$ cat config.mk
export PLATFORM = sky130hd
export DESIGN_NAME = xsoc_bus_master
export DESIGN_NICKNAME = d
export VERILOG_FILES = /design/src/rtl/xsoc_bus_master.sv
export SDC_FILE = /design/constraint.sdc
export NUM_CORES = 1
export LEC_CHECK = 0
export BUFFER_PORTS_ARGS = -buffer_cell sky130_fd_sc_hd__clkbuf_2
export CAP_MARGIN = 20
export CORE_MARGIN = 2
export CORE_UTILIZATION = 38
export DETAILED_ROUTE_END_ITERATION = 12
export GPL_TIMING_DRIVEN = 0
export HOLD_SLACK_MARGIN = 0.12
export PLACE_DENSITY_LB_ADDON = 0.15
export SYNTH_ARGS = -nofsm -noshare
export SYNTH_HDL_FRONTEND = slang
export SYNTH_SLANG_ARGS = --single-unit
$ cat constraint.sdc
create_clock -name xsoc_bus_clock -period 3.8 [get_ports xsoc_bus_clock]
set_input_delay 1.14 -clock xsoc_bus_clock [delete_from_list [all_inputs] [get_ports xsoc_bus_clock]]
set_output_delay 1.14 -clock xsoc_bus_clock [all_outputs]
set_load 0.02 [all_outputs]
$ cat src/rtl/xsoc_bus_master.sv
// xSoc bus initiator: turns one CPU request into an as_/rdy_ bus access with a
// turnaround cycle and an optional ACCESS timeout so a missing slave cannot hang the CPU.
module xsoc_bus_master #(
    parameter int ADDR_W  = 30,
    parameter int DATA_W  = 32,
    parameter int TIMEOUT = 16
) (
    input  logic              xsoc_bus_clock,
    input  logic              reset,
    input  logic              req,
    input  logic              req_rw,
    input  logic [ADDR_W-1:0] req_addr,
    input  logic [DATA_W-1:0] req_wr_data,
    output logic              busy,
    output logic              ack,
    output logic              err,
    output logic [DATA_W-1:0] rd_data,
    output logic              bus_as_,
    output logic              bus_rw,
    output logic [ADDR_W-1:0] bus_addr,
    output logic [DATA_W-1:0] bus_wr_data,
    input  logic [DATA_W-1:0] bus_rd_data,
    input  logic              bus_rdy_,
    output logic [1:0]        dbg_state
);

    // Handshake: the CPU side has no ready; req is only looked at while busy is low,
    // and each accepted request produces exactly one ack pulse (with err on timeout).
    typedef enum logic [1:0] {
        IDLE   = 2'd0,
        ACCESS = 2'd1,
        TURN   = 2'd2
    } state_e;

    localparam int CNT_W = (TIMEOUT > 0) ? $clog2(TIMEOUT + 1) : 1;
    localparam logic [CNT_W-1:0] CNT_LAST = CNT_W'((TIMEOUT > 0) ? TIMEOUT - 1 : 0);

    state_e              state_q, state_d;
    logic                as_q, as_d;
    logic                rw_q, rw_d;
    logic [ADDR_W-1:0]   addr_q, addr_d;
    logic [DATA_W-1:0]   wdata_q, wdata_d;
    logic [DATA_W-1:0]   rdata_q, rdata_d;
    logic                busy_q, busy_d;
    logic                ack_q, ack_d;
    logic                err_q, err_d;
    logic [CNT_W-1:0]    cnt_q, cnt_d;

    always_comb begin
        state_d = state_q;
        as_d    = as_q;
        rw_d    = rw_q;
        addr_d  = addr_q;
        wdata_d = wdata_q;
        rdata_d = rdata_q;
        busy_d  = busy_q;
        cnt_d   = cnt_q;
        ack_d   = 1'b0;
        err_d   = 1'b0;
        case (state_q)
            IDLE: begin
                as_d = 1'b1;
                if (req) begin
                    rw_d    = req_rw;
                    addr_d  = req_addr;
                    wdata_d = req_wr_data;
                    as_d    = 1'b0;
                    busy_d  = 1'b1;
                    cnt_d   = '0;
                    state_d = ACCESS;
                end
            end
            ACCESS: begin
                // A ready slave beats the timeout when both land on the same cycle.
                if (!bus_rdy_) begin
                    as_d  = 1'b1;
                    ack_d = 1'b1;
                    if (rw_q) begin
                        rdata_d = bus_rd_data;
                    end
                    state_d = TURN;
                end else if ((TIMEOUT != 0) && (cnt_q == CNT_LAST)) begin
                    as_d    = 1'b1;
                    ack_d   = 1'b1;
                    err_d   = 1'b1;
                    rdata_d = '0;
                    state_d = TURN;
                end else if (TIMEOUT != 0) begin
                    cnt_d = cnt_q + 1'b1;
                end
            end
            TURN: begin
                // The slave's registered rdy_ can still be low here; it is not looked at.
                as_d    = 1'b1;
                busy_d  = 1'b0;
                state_d = IDLE;
            end
            default: begin
                as_d    = 1'b1;
                busy_d  = 1'b0;
                state_d = IDLE;
            end
        endcase
    end

    always_ff @(posedge xsoc_bus_clock or negedge reset) begin
        if (!reset) begin
            state_q <= IDLE;
            as_q    <= 1'b1;
            rw_q    <= 1'b1;
            addr_q  <= '0;
            wdata_q <= '0;
            rdata_q <= '0;
            busy_q  <= 1'b0;
            ack_q   <= 1'b0;
            err_q   <= 1'b0;
            cnt_q   <= '0;
        end else begin
            state_q <= state_d;
            as_q    <= as_d;
            rw_q    <= rw_d;
            addr_q  <= addr_d;
            wdata_q <= wdata_d;
            rdata_q <= rdata_d;
            busy_q  <= busy_d;
            ack_q   <= ack_d;
            err_q   <= err_d;
            cnt_q   <= cnt_d;
        end
    end

    assign busy        = busy_q;
    assign ack         = ack_q;
    assign err         = err_q;
    assign rd_data     = rdata_q;
    assign bus_as_     = as_q;
    assign bus_rw      = rw_q;
    assign bus_addr    = addr_q;
    assign bus_wr_data = wdata_q;
    assign dbg_state   = state_q;

endmodule
==> reports/metrics.cfg, run 1 <==
[run_status]
outcome=completed

[clocking]
cts_sinks=106
cts_tree=built
cts.repair.resized=0
clk_pin_slew_ns=0.07
post-cts-setup-buffers=0
clock_tree.root_cell=clkbuf_16
clk_latency_ns=0.35
cts.htree.levels=3
cts_buffers=9
hold_buffers=0
clockBufferDepth=2

[timing]
setup_violations=0
finalHoldViolations=0
fin_crit_ns=2.248
worstMarginPinSlew_ns=0.8662
rsz0062_at_grt=false
slew_viol_final=0
holdWs_ns=0.5089
period_share_pct=59.17
clock_skew_ns=0.01101
slew_headroom_pct=42.25
finalSetupTns_ns=0
fmax_ghz=0.4448

[routing]
drtIter0Drc=162
postRouteAntennaNets=0
avgRoutedWirePerCell_um=16.07
drc=0
viasPerCell=4.921
drt_pre_antenna_iters=4
vias=3371
wl_mm=11.01

[setup_path]
required_ns=4.04
path_class=register to register
reg2reg_depth=7
timing.rr.start=cnt_q[0]$_DFFE_PN0P_
crit_fanout=10
r2r-end=rd_data[18]$_DFFE_PN0P_
crit_arrival_ns=2.49
critPathLaunchType=register
endpoint_kind=register
r2r_setup_slack_ns=1.55

[synthesis]
synth_mux_area_share_pct=20.84
synth_nets=425
yosysWarnings=0
synth_xor_area_share_pct=0.1902
synthSimpleGateAreaFrac_pct=2.554
synth_top_family_by_area=multiplexers
synth_fa_ha_area_share_pct=0.8152
synth-compound-area-share_pct=11.14
yosysUniqueCellTypes=30
synth.avg_cell_area_um2=14.26
yosys_register_bits=106
synth_area_um2=4604
synthesis.instances=323
seq_area_frac_synth_pct=57.66

[placement]
post-dp-hpwl_mm=7.816
globalplace.congestion=0.7719
port_buffers=199

[hold_path]
min_path_cells=1
hold_end=bus_addr[17]$_DFFE_PN0P_
hold_path_startpoint=bus_addr[17]$_DFFE_PN0P_
hold_class=register to register

[die]
die-area_um2=13010
core-area_um2=11910
die_w_um=114.1
start_util_pct=38.66
die_h_um=114.1
ioPinCount=200
num_rows=40

[cells_and_area]
antenna_cells=0
mostFrequentLayoutCell=clkbuf_2
area.growth.synth_to_final_pct=32.28
nNetsFinal=635
layout_common_cells=clkbuf_2, dfrtp_1, mux2_4
drive_above_1_share_pct=55.39
fin_util_pct=51.13

[global_route]
grt-ovfl-total=0
antenna_found_initial=0
grt_pass1_wl_mm=17.07
grt_max_degree=107
grt_usage_pct=16.82
grt_pass1_vias=3317

[pwr]
pwr_density_cell_nw_per_um2=803.3
ir_drop_uv=310.2
leakagePower_nw=3.226

[run]
drv_cap=0

## sequential cells by signal, summed over array words and instances, names as in the netlist
signal       count
dbg_state        2
err              1
bus_wr_data     32
bus_rw           1
rd_data         32
cnt_q            5
bus_as_          1
busy             1
bus_addr        30
ack              1
## power by group
part / switching (W) / leakage (nW) / internal, W
clock network: 0.000412 / 0.143 / 0.000530
registers: 0.000265 / 1.29 / 0.00159
logic: 0.00118 / 1.79 / 0.000907
## cells by family after synthesis
group / after synthesis
xor+xnor: 1
compound gates: 74
simple gates: 14
fa+ha+maj: 3
buf+inv: 60
mux: 65
flops: 106
## cell usage after synthesis
cell      count  area share, %
a211o_1       1           0.19
a21o_1        1           0.16
a21oi_1       3           0.33
a22o_1        3           0.57
and3_1        1           0.14
and4b_1       1           0.22
and4bb_1      1           0.27
buf_2         4           0.43
buf_6        11            2.7
clkbuf_1      9           0.73
dfrtp_1     104             57
dfstp_2       2            1.1
ha_1          3           0.82
inv_1        36            2.9
mux2_2        4           0.98
mux2_4       60             20
mux2i_2       1           0.30
nand2_1       2           0.16
nand2b_1      1           0.14
nand2b_4      2           0.60
nand3_1       1           0.11
nand3b_1      1           0.16
nor2_1        2           0.16
nor2_8        1           0.43
nor3b_1       1           0.16
o21a_1        1           0.16
o21ai_0      32            3.5
o31ai_1       1           0.16
o41ai_1      32            6.1
xnor2_1       1           0.19
## per-stage QoR
stage	worst slack (ns)	total power (W)	instance area [um^2]	std cells
finish	1.552	0.004893	6091	685
global route	1.305	0.005171	6091	685
CTS	1.522	0.004951	6091	685
detailed placement	1.332	0.003981	5793	669
global placement	0.1009	0.003941	5784	669
floorplan	1.720	0.003241	4604	323
## per-layer routing
metal	up-vias	track usage [%]	share of wire (%)
li1	1569	-	-
met1	1649	23.03	45
met2	137	24.64	46
met3	16	4.817	7.5
met4	0	8.049	2.4
met5	-	0	0
## worst max-delay path, stage by stage (launching register included)
cell and delay (ns):
dfrtp_1 0.40, ha_1 0.22, and3_1 0.21, ha_1 0.27
mux2i_2 0.45, clkbuf_1 0.38, o21ai_0 0.14, o41ai_1 0.08
## final cells by class
type	instances	area, um^2
Buffer	24	177.7
Clock buffer	12	246.5
Clock inverter	4	51.30
Fill cell	1077	5821
Inverter	36	135.1
Multi-Input combinational cell	157	1637
Sequential cell	106	2655
Tap cell	147	183.9
Timing Repair Buffer	199	1005
## how the worst max path moves through the flow
stage / from / end / slack [ns] / depth (start not counted)
2_1_floorplan: bus_rdy_ / cnt_q[2]$_DFFE_PN0P_ / 1.72 / 4
3_5_place_dp: bus_rdy_ / rd_data[15]$_DFFE_PN0P_ / 1.33 / 5
5_1_grt: cnt_q[0]$_DFFE_PN0P_ / rd_data[30]$_DFFE_PN0P_ / 1.30 / 7
4_1_cts: cnt_q[0]$_DFFE_PN0P_ / rd_data[15]$_DFFE_PN0P_ / 1.52 / 7
3_3_place_gp: reset / bus_addr[8]$_DFFE_PN0P_ / 0.10 / 1
6_report: cnt_q[0]$_DFFE_PN0P_ / rd_data[18]$_DFFE_PN0P_ / 1.55 / 7
Power figures use the tool's default switching activity.
==> inputs of run 2 (changes only) <==
clock period = 1.9 ns   (was 3.8 ns; I/O delays follow)
==> run 2 against run 1 <==
- flip-flop and latch count is the same
- clock skew shrank 0.0019 ns
- final cell count grew 0.58%
- critical path depth shrank 1
- combinational power grew 110%
- critical path type unchanged
- critical endpoint is now cnt_q[2]$_DFFE_PN0P_
==> reports/metrics.cfg, run 2 (synthesized netlist as in run 1, its figures left out) <==
[run_status]
outcome=completed  ; unchanged

[clocking]
clk_pin_slew_ns=0.07  ; about the same
cts_sinks=106  ; unchanged
clk_latency_ns=0.35  ; about the same
hold_buffers=0  ; unchanged
clockBufferDepth=2  ; unchanged
clock_tree.root_cell=clkbuf_16  ; unchanged
cts_buffers=9  ; unchanged
cts.htree.levels=3  ; unchanged
cts_tree=built  ; unchanged

[die]
ioPinCount=200  ; unchanged
start_util_pct=38.66  ; unchanged
core-area_um2=11910  ; unchanged
num_rows=40  ; unchanged
die_w_um=114.1  ; unchanged
die-area_um2=13010  ; unchanged
die_h_um=114.1  ; unchanged

[setup_path]
r2r-end=cnt_q[2]$_DFFE_PN0P_  ; was rd_data[18]$_DFFE_PN0P_
timing.rr.start=cnt_q[0]$_DFFE_PN0P_  ; unchanged
reg2reg_depth=6  ; was 7
r2r_setup_slack_ns=0.08  ; was 1.55 ns
endpoint_kind=register  ; unchanged
crit_start=cnt_q[0]$_DFFE_PN0P_  ; unchanged
required_ns=2.13  ; was 4.04 ns
crit_arrival_ns=2.05  ; was 2.49 ns
crit_fanout=5  ; was 10
path_class=register to register  ; unchanged
critPathLaunchType=register  ; unchanged

[timing]
finalSetupTns_ns=0  ; unchanged
slew_viol_final=0  ; unchanged
fmax_ghz=0.5506  ; was 0.4448 GHz
setup_violations=0  ; unchanged
clock_skew_ns=0.009089  ; was 0.01101 ns
rsz0062_at_grt=false  ; unchanged
fin_crit_ns=1.816  ; was 2.248 ns
worstMarginPinSlew_ns=0.8661  ; was 0.8662 ns
slew_headroom_pct=42.26  ; was 42.25%
finalHoldViolations=0  ; unchanged
period_share_pct=95.59  ; was 59.17%

[cells_and_area]
nNetsFinal=639  ; was 635
drive_above_1_share_pct=57.75  ; was 55.39%
mostFrequentLayoutCell=clkbuf_2  ; unchanged
layout_common_cells=clkbuf_2, dfrtp_1, mux2_4  ; unchanged
area.growth.synth_to_final_pct=35.73  ; was 32.28%
n_fill_cell=1066  ; was 1077
antenna_cells=0  ; unchanged

[global_route]
antenna_found_initial=0  ; unchanged
grt_pass1_vias=3320  ; was 3317
grt_usage_pct=16.88  ; was 16.82%
grt_pass1_wl_mm=17.13  ; was 17.07 mm
grt-ovfl-total=0  ; unchanged
grt_max_degree=107  ; unchanged

[pwr]
leakagePower_nw=3.291  ; was 3.226 nW
finalPower_w=0.009923  ; was 0.004893 W
ir_drop_uv=613.4  ; was 310.2 uV
pwr_density_cell_nw_per_um2=1588  ; was 803.3 nW/um^2

[routing]
postRouteAntennaNets=0  ; unchanged
vias=3394  ; was 3371
drt_pre_antenna_iters=4  ; unchanged
drtIter0Drc=154  ; was 162
viasPerCell=4.926  ; was 4.921
drc=0  ; unchanged
avgRoutedWirePerCell_um=16.09  ; was 16.07 um
wl_mm=11.09  ; was 11.01 mm

[placement]
post-dp-hpwl_mm=7.816  ; unchanged
port_buffers=199  ; unchanged
globalplace.congestion=0.7719  ; unchanged

[run]
drv_cap=0  ; unchanged

[hold_path]
hold_class=primary input to async pin  ; was register to register

run 2: worst max-delay path by stage:
stage                               to  depth (start not counted)  slack [ns]
5_1_grt           cnt_q[2]$_DFFE_PN0P_                          6       0.005
6_report          cnt_q[2]$_DFFE_PN0P_                          6        0.08
4_1_cts         rd_data[7]$_DFFE_PN0P_                          7        0.02
2_1_floorplan  rd_data[10]$_DFFE_PN0P_                          7        0.06
3_5_place_dp   rd_data[15]$_DFFE_PN0P_                          7       -0.38
3_3_place_gp   bus_addr[8]$_DFFE_PN0P_                          1       -1.23
run 2: area by class of cell:
type                       instances  area, um^2  area share (%)
sequential                       106        2655           42.48
multi-input combinational        157        1690           27.05
timing repair buffer             203        1065           17.04
clock buffer                      12       246.5           3.944
buffer                            24       222.7           3.564
tap                              147       183.9           2.943
inverter                          36       135.1           2.162
clock inverter                     4       51.30          0.8208
run 2: through the flow:
step	hold slack (ns)	instance area, um^2	utilization (%)	std cells	setup WS (ns)
6_report	0.3225	6250	52.47	689	0.08381
3_3_place_gp	0.4904	5784	48.56	669	-1.229
5_1_grt	0.4052	6250	52.47	689	0.004909
4_1_cts	0.3831	6152	51.65	687	0.02205
2_1_floorplan	0.2744	4604	-	323	0.06002
3_5_place_dp	0.4913	5793	48.63	669	-0.3830
run 2: what timing repair did:
action | CTS | global route
cloned | 0 | 1
resized for setup | 13 | 14
setup endpoints to repair | 32 | 33
pin swaps | 0 | 1
setup buffers | 2 | 1
run 2: per-layer routing:
metal / wire [um] / track usage (%) / up-vias
met4: 269 / 8.049 / 0
met2: 5104 / 24.84 / 138
li1: - / - / 1577
met5: 0 / 0 / -
met1: 4879 / 23.03 / 1661
met3: 832 / 4.817 / 18
run 2: where the power goes:
| part | internal (W) | switching (W) | total, W |
|---|---|---|---|
| sequential | 0.00319 | 0.000533 | 0.00372 |
| clock | 0.00106 | 0.000817 | 0.00188 |
| combinational | 0.00193 | 0.00240 | 0.00433 |
| total | 0.00617 | 0.00375 | 0.00992 |
run 2: critical path: stages (launching register included):
cell      delay (ns)
dfrtp_1         0.38
ha_2            0.20
and3_4          0.20
ha_2            0.18
and4bb_2        0.28
and4b_1         0.21
a211o_1         0.26
==> inputs of run 3 (changes only) <==
PLACE_DENSITY = 0.8   (was unset)
PLACE_DENSITY_LB_ADDON = unset   (was 0.15)
==> run 3 against run 2 <==
- total power shrank 1.1%
- largest power group unchanged
- critical path type unchanged
- design area grew 0.14%
- largest cell class unchanged
- combinational power is essentially flat
- core utilization grew 0.074 points
==> reports/metrics.cfg, run 3 (synthesized netlist as in run 1, its figures left out) <==
[placement]
post-dp-hpwl_mm=8.119  ; was 7.816 mm
post_dp_cell_area_um2=5842  ; was 5793 um^2
globalplace.congestion=0.7514  ; was 0.7719
dp.cells=671  ; was 669
port_buffers=199  ; unchanged

[timing]
slew_viol_final=0  ; unchanged
clock_skew_ns=0.009831  ; was 0.009089 ns
setup_violations=0  ; unchanged
worstMarginPinSlew_ns=0.5527  ; was 0.8661 ns
holdWs_ns=0.2556  ; was 0.3225 ns
fmax_ghz=0.5416  ; was 0.5506 GHz
slew_headroom_pct=63.16  ; was 42.26%
finalHoldViolations=0  ; unchanged
finalSetupTns_ns=0  ; unchanged
fin_crit_ns=1.846  ; was 1.816 ns
period_share_pct=97.18  ; was 95.59%

[setup_path]
path_class=register to register  ; unchanged
critPathLaunchType=register  ; unchanged
required_ns=2.13  ; about the same
endpoint_kind=register  ; unchanged
cp_slowest_cell=dfrtp_1  ; unchanged
crit_chain=ha_2 > and3_4 > ha_1 > and4bb_2 > and4b_1 > a211o_1  ; was ha_2 > and3_4 > ha_2 > and4bb_2 > and4b_1 > a211o_1
cp_slowest_stage_delay_ns=0.37  ; was 0.38 ns
r2r_setup_slack_ns=0.05  ; was 0.08 ns
crit_arrival_ns=2.08  ; was 2.05 ns
crit_fanout=5  ; unchanged

[clocking]
clock_tree.root_cell=clkbuf_16  ; unchanged
clk_latency_ns=0.34  ; was 0.35 ns
hold_buffers=0  ; unchanged
cts_sinks=106  ; unchanged
clk_pin_slew_ns=0.07  ; about the same
clockBufferDepth=2  ; unchanged
cts_buffers=9  ; unchanged
cts_tree=built  ; unchanged
cts.htree.levels=3  ; unchanged

[global_route]
grt-ovfl-total=0  ; unchanged
grt_max_degree=56  ; was 107
top_usage_layer=met2  ; unchanged
grt_use_met2_pct=27.70  ; was 24.84%
grt_usage_pct=16.42  ; was 16.88%
antenna_found_initial=0  ; unchanged
met1_usage_pct=20.63  ; was 23.03%
grt_pass1_vias=3363  ; was 3320
grt_pass1_wl_mm=16.93  ; was 17.13 mm
grt_use_met3_pct=4.764  ; was 4.817%

[run]
drv_cap=0  ; unchanged

[pwr]
leakagePower_nw=3.291  ; about the same
ir_drop_uv=902.7  ; was 613.4 uV
pwr_density_cell_nw_per_um2=1568  ; was 1588 nW/um^2

[cells_and_area]
antenna_cells=0  ; unchanged
area.growth.synth_to_final_pct=35.92  ; was 35.73%
finalInstanceArea_um2=6259  ; was 6250 um^2
fin_cells=690  ; was 689
layout_common_cells=clkbuf_2, dfrtp_1, mux2_4  ; unchanged
drive_above_1_share_pct=57.83  ; was 57.75%
nNetsFinal=640  ; was 639
mostFrequentLayoutCell=clkbuf_2  ; unchanged

[die]
core-area_um2=11910  ; unchanged
die-area_um2=13010  ; unchanged
start_util_pct=38.66  ; unchanged
num_rows=40  ; unchanged
ioPinCount=200  ; unchanged
die_w_um=114.1  ; unchanged
die_h_um=114.1  ; unchanged

[routing]
wl_mm=10.94  ; was 11.09 mm
drc=0  ; unchanged
postRouteAntennaNets=0  ; unchanged
drtIter0Drc=192  ; was 154
drt_pre_antenna_iters=4  ; unchanged
viasPerCell=4.923  ; was 4.926
avgRoutedWirePerCell_um=15.86  ; was 16.09 um
vias=3397  ; was 3394

[run_status]
outcome=completed  ; unchanged

[hold_path]
hold_class=primary input to async pin  ; unchanged

==> run 3: cell count changes in the layout (fill, tap and decap cells not counted), sizes merged <==
cell	before	now
bufinv	1	0
mux2i	1	2
clkinvlp	1	2
==> run 3: layout make-up <==
class | count | area, um^2
clock buffers | 12 | 246.5
well taps | 147 | 183.9
plain buffers | 24 | 219.0
fillers | 1000 | 5653
repair buffers | 203 | 1081
inverters | 36 | 135.1
clock inverters | 4 | 28.78
multi-input cells | 158 | 1709
flip-flops and latches | 106 | 2655
==> run 3: final timing paths <==
path / endpoint / start / cells past startpoint
hold / removal: bus_addr[26]$_DFFE_PN0P_ / reset / 2
min in group xsoc_bus_clock: rd_data[17]$_DFFE_PN0P_ / bus_rd_data[17] / 3
setup reg to reg: cnt_q[2]$_DFFE_PN0P_ / cnt_q[1]$_DFFE_PN0P_ / 6
hold reg to reg: rd_data[17]$_DFFE_PN0P_ / rd_data[17]$_DFFE_PN0P_ / 2
max in group asynchronous: bus_rw$_DFFE_PN1P_ / reset / 2
setup / recovery: cnt_q[2]$_DFFE_PN0P_ / cnt_q[1]$_DFFE_PN0P_ / 6
==> run 3: worst max-delay path, delay by kind of cell, from the launching register on <==
kind                     cells  cell delay (ns)
flip-flops                   1             0.37
adder cells (fa/ha/maj)      2             0.38
AND/OR/NAND/NOR              3             0.72
AO/OA/AOI/OAI                1             0.26
==> run 3: stage by stage <==
| step | setup slack, ns | utilization (%) | total power [W] |
|---|---|---|---|
| floorplan | 0.06002 | - | 0.006483 |
| global placement | -1.039 | 48.56 | 0.007819 |
| detailed placement | -0.3768 | 49.04 | 0.007995 |
| CTS | 0.01267 | 51.86 | 0.009819 |
| global route | -0.004909 | 52.54 | 0.01034 |
| finish | 0.05364 | 52.54 | 0.009814 |
==> run 3: layer usage <==
layer  routed length (um)  vias up
met5                    0        -
met4                  137        0
met3                  714       13
met2                 5506      133
met1                 4582     1670
li1                     -     1581
==> run 3: power breakdown <==
part	switching, W	leakage (nW)	internal [W]
Sequential	0.000565	1.29	0.00319
Clock	0.000798	0.129	0.000926
Combinational	0.00241	1.87	0.00193
==> run 3: what timing repair did <==
action	CTS	global route
gates resized for setup	13	13
pin swaps	0	1
endpoints found under the setup margin	32	34
gates cloned	1	0
buffers inserted	0	2
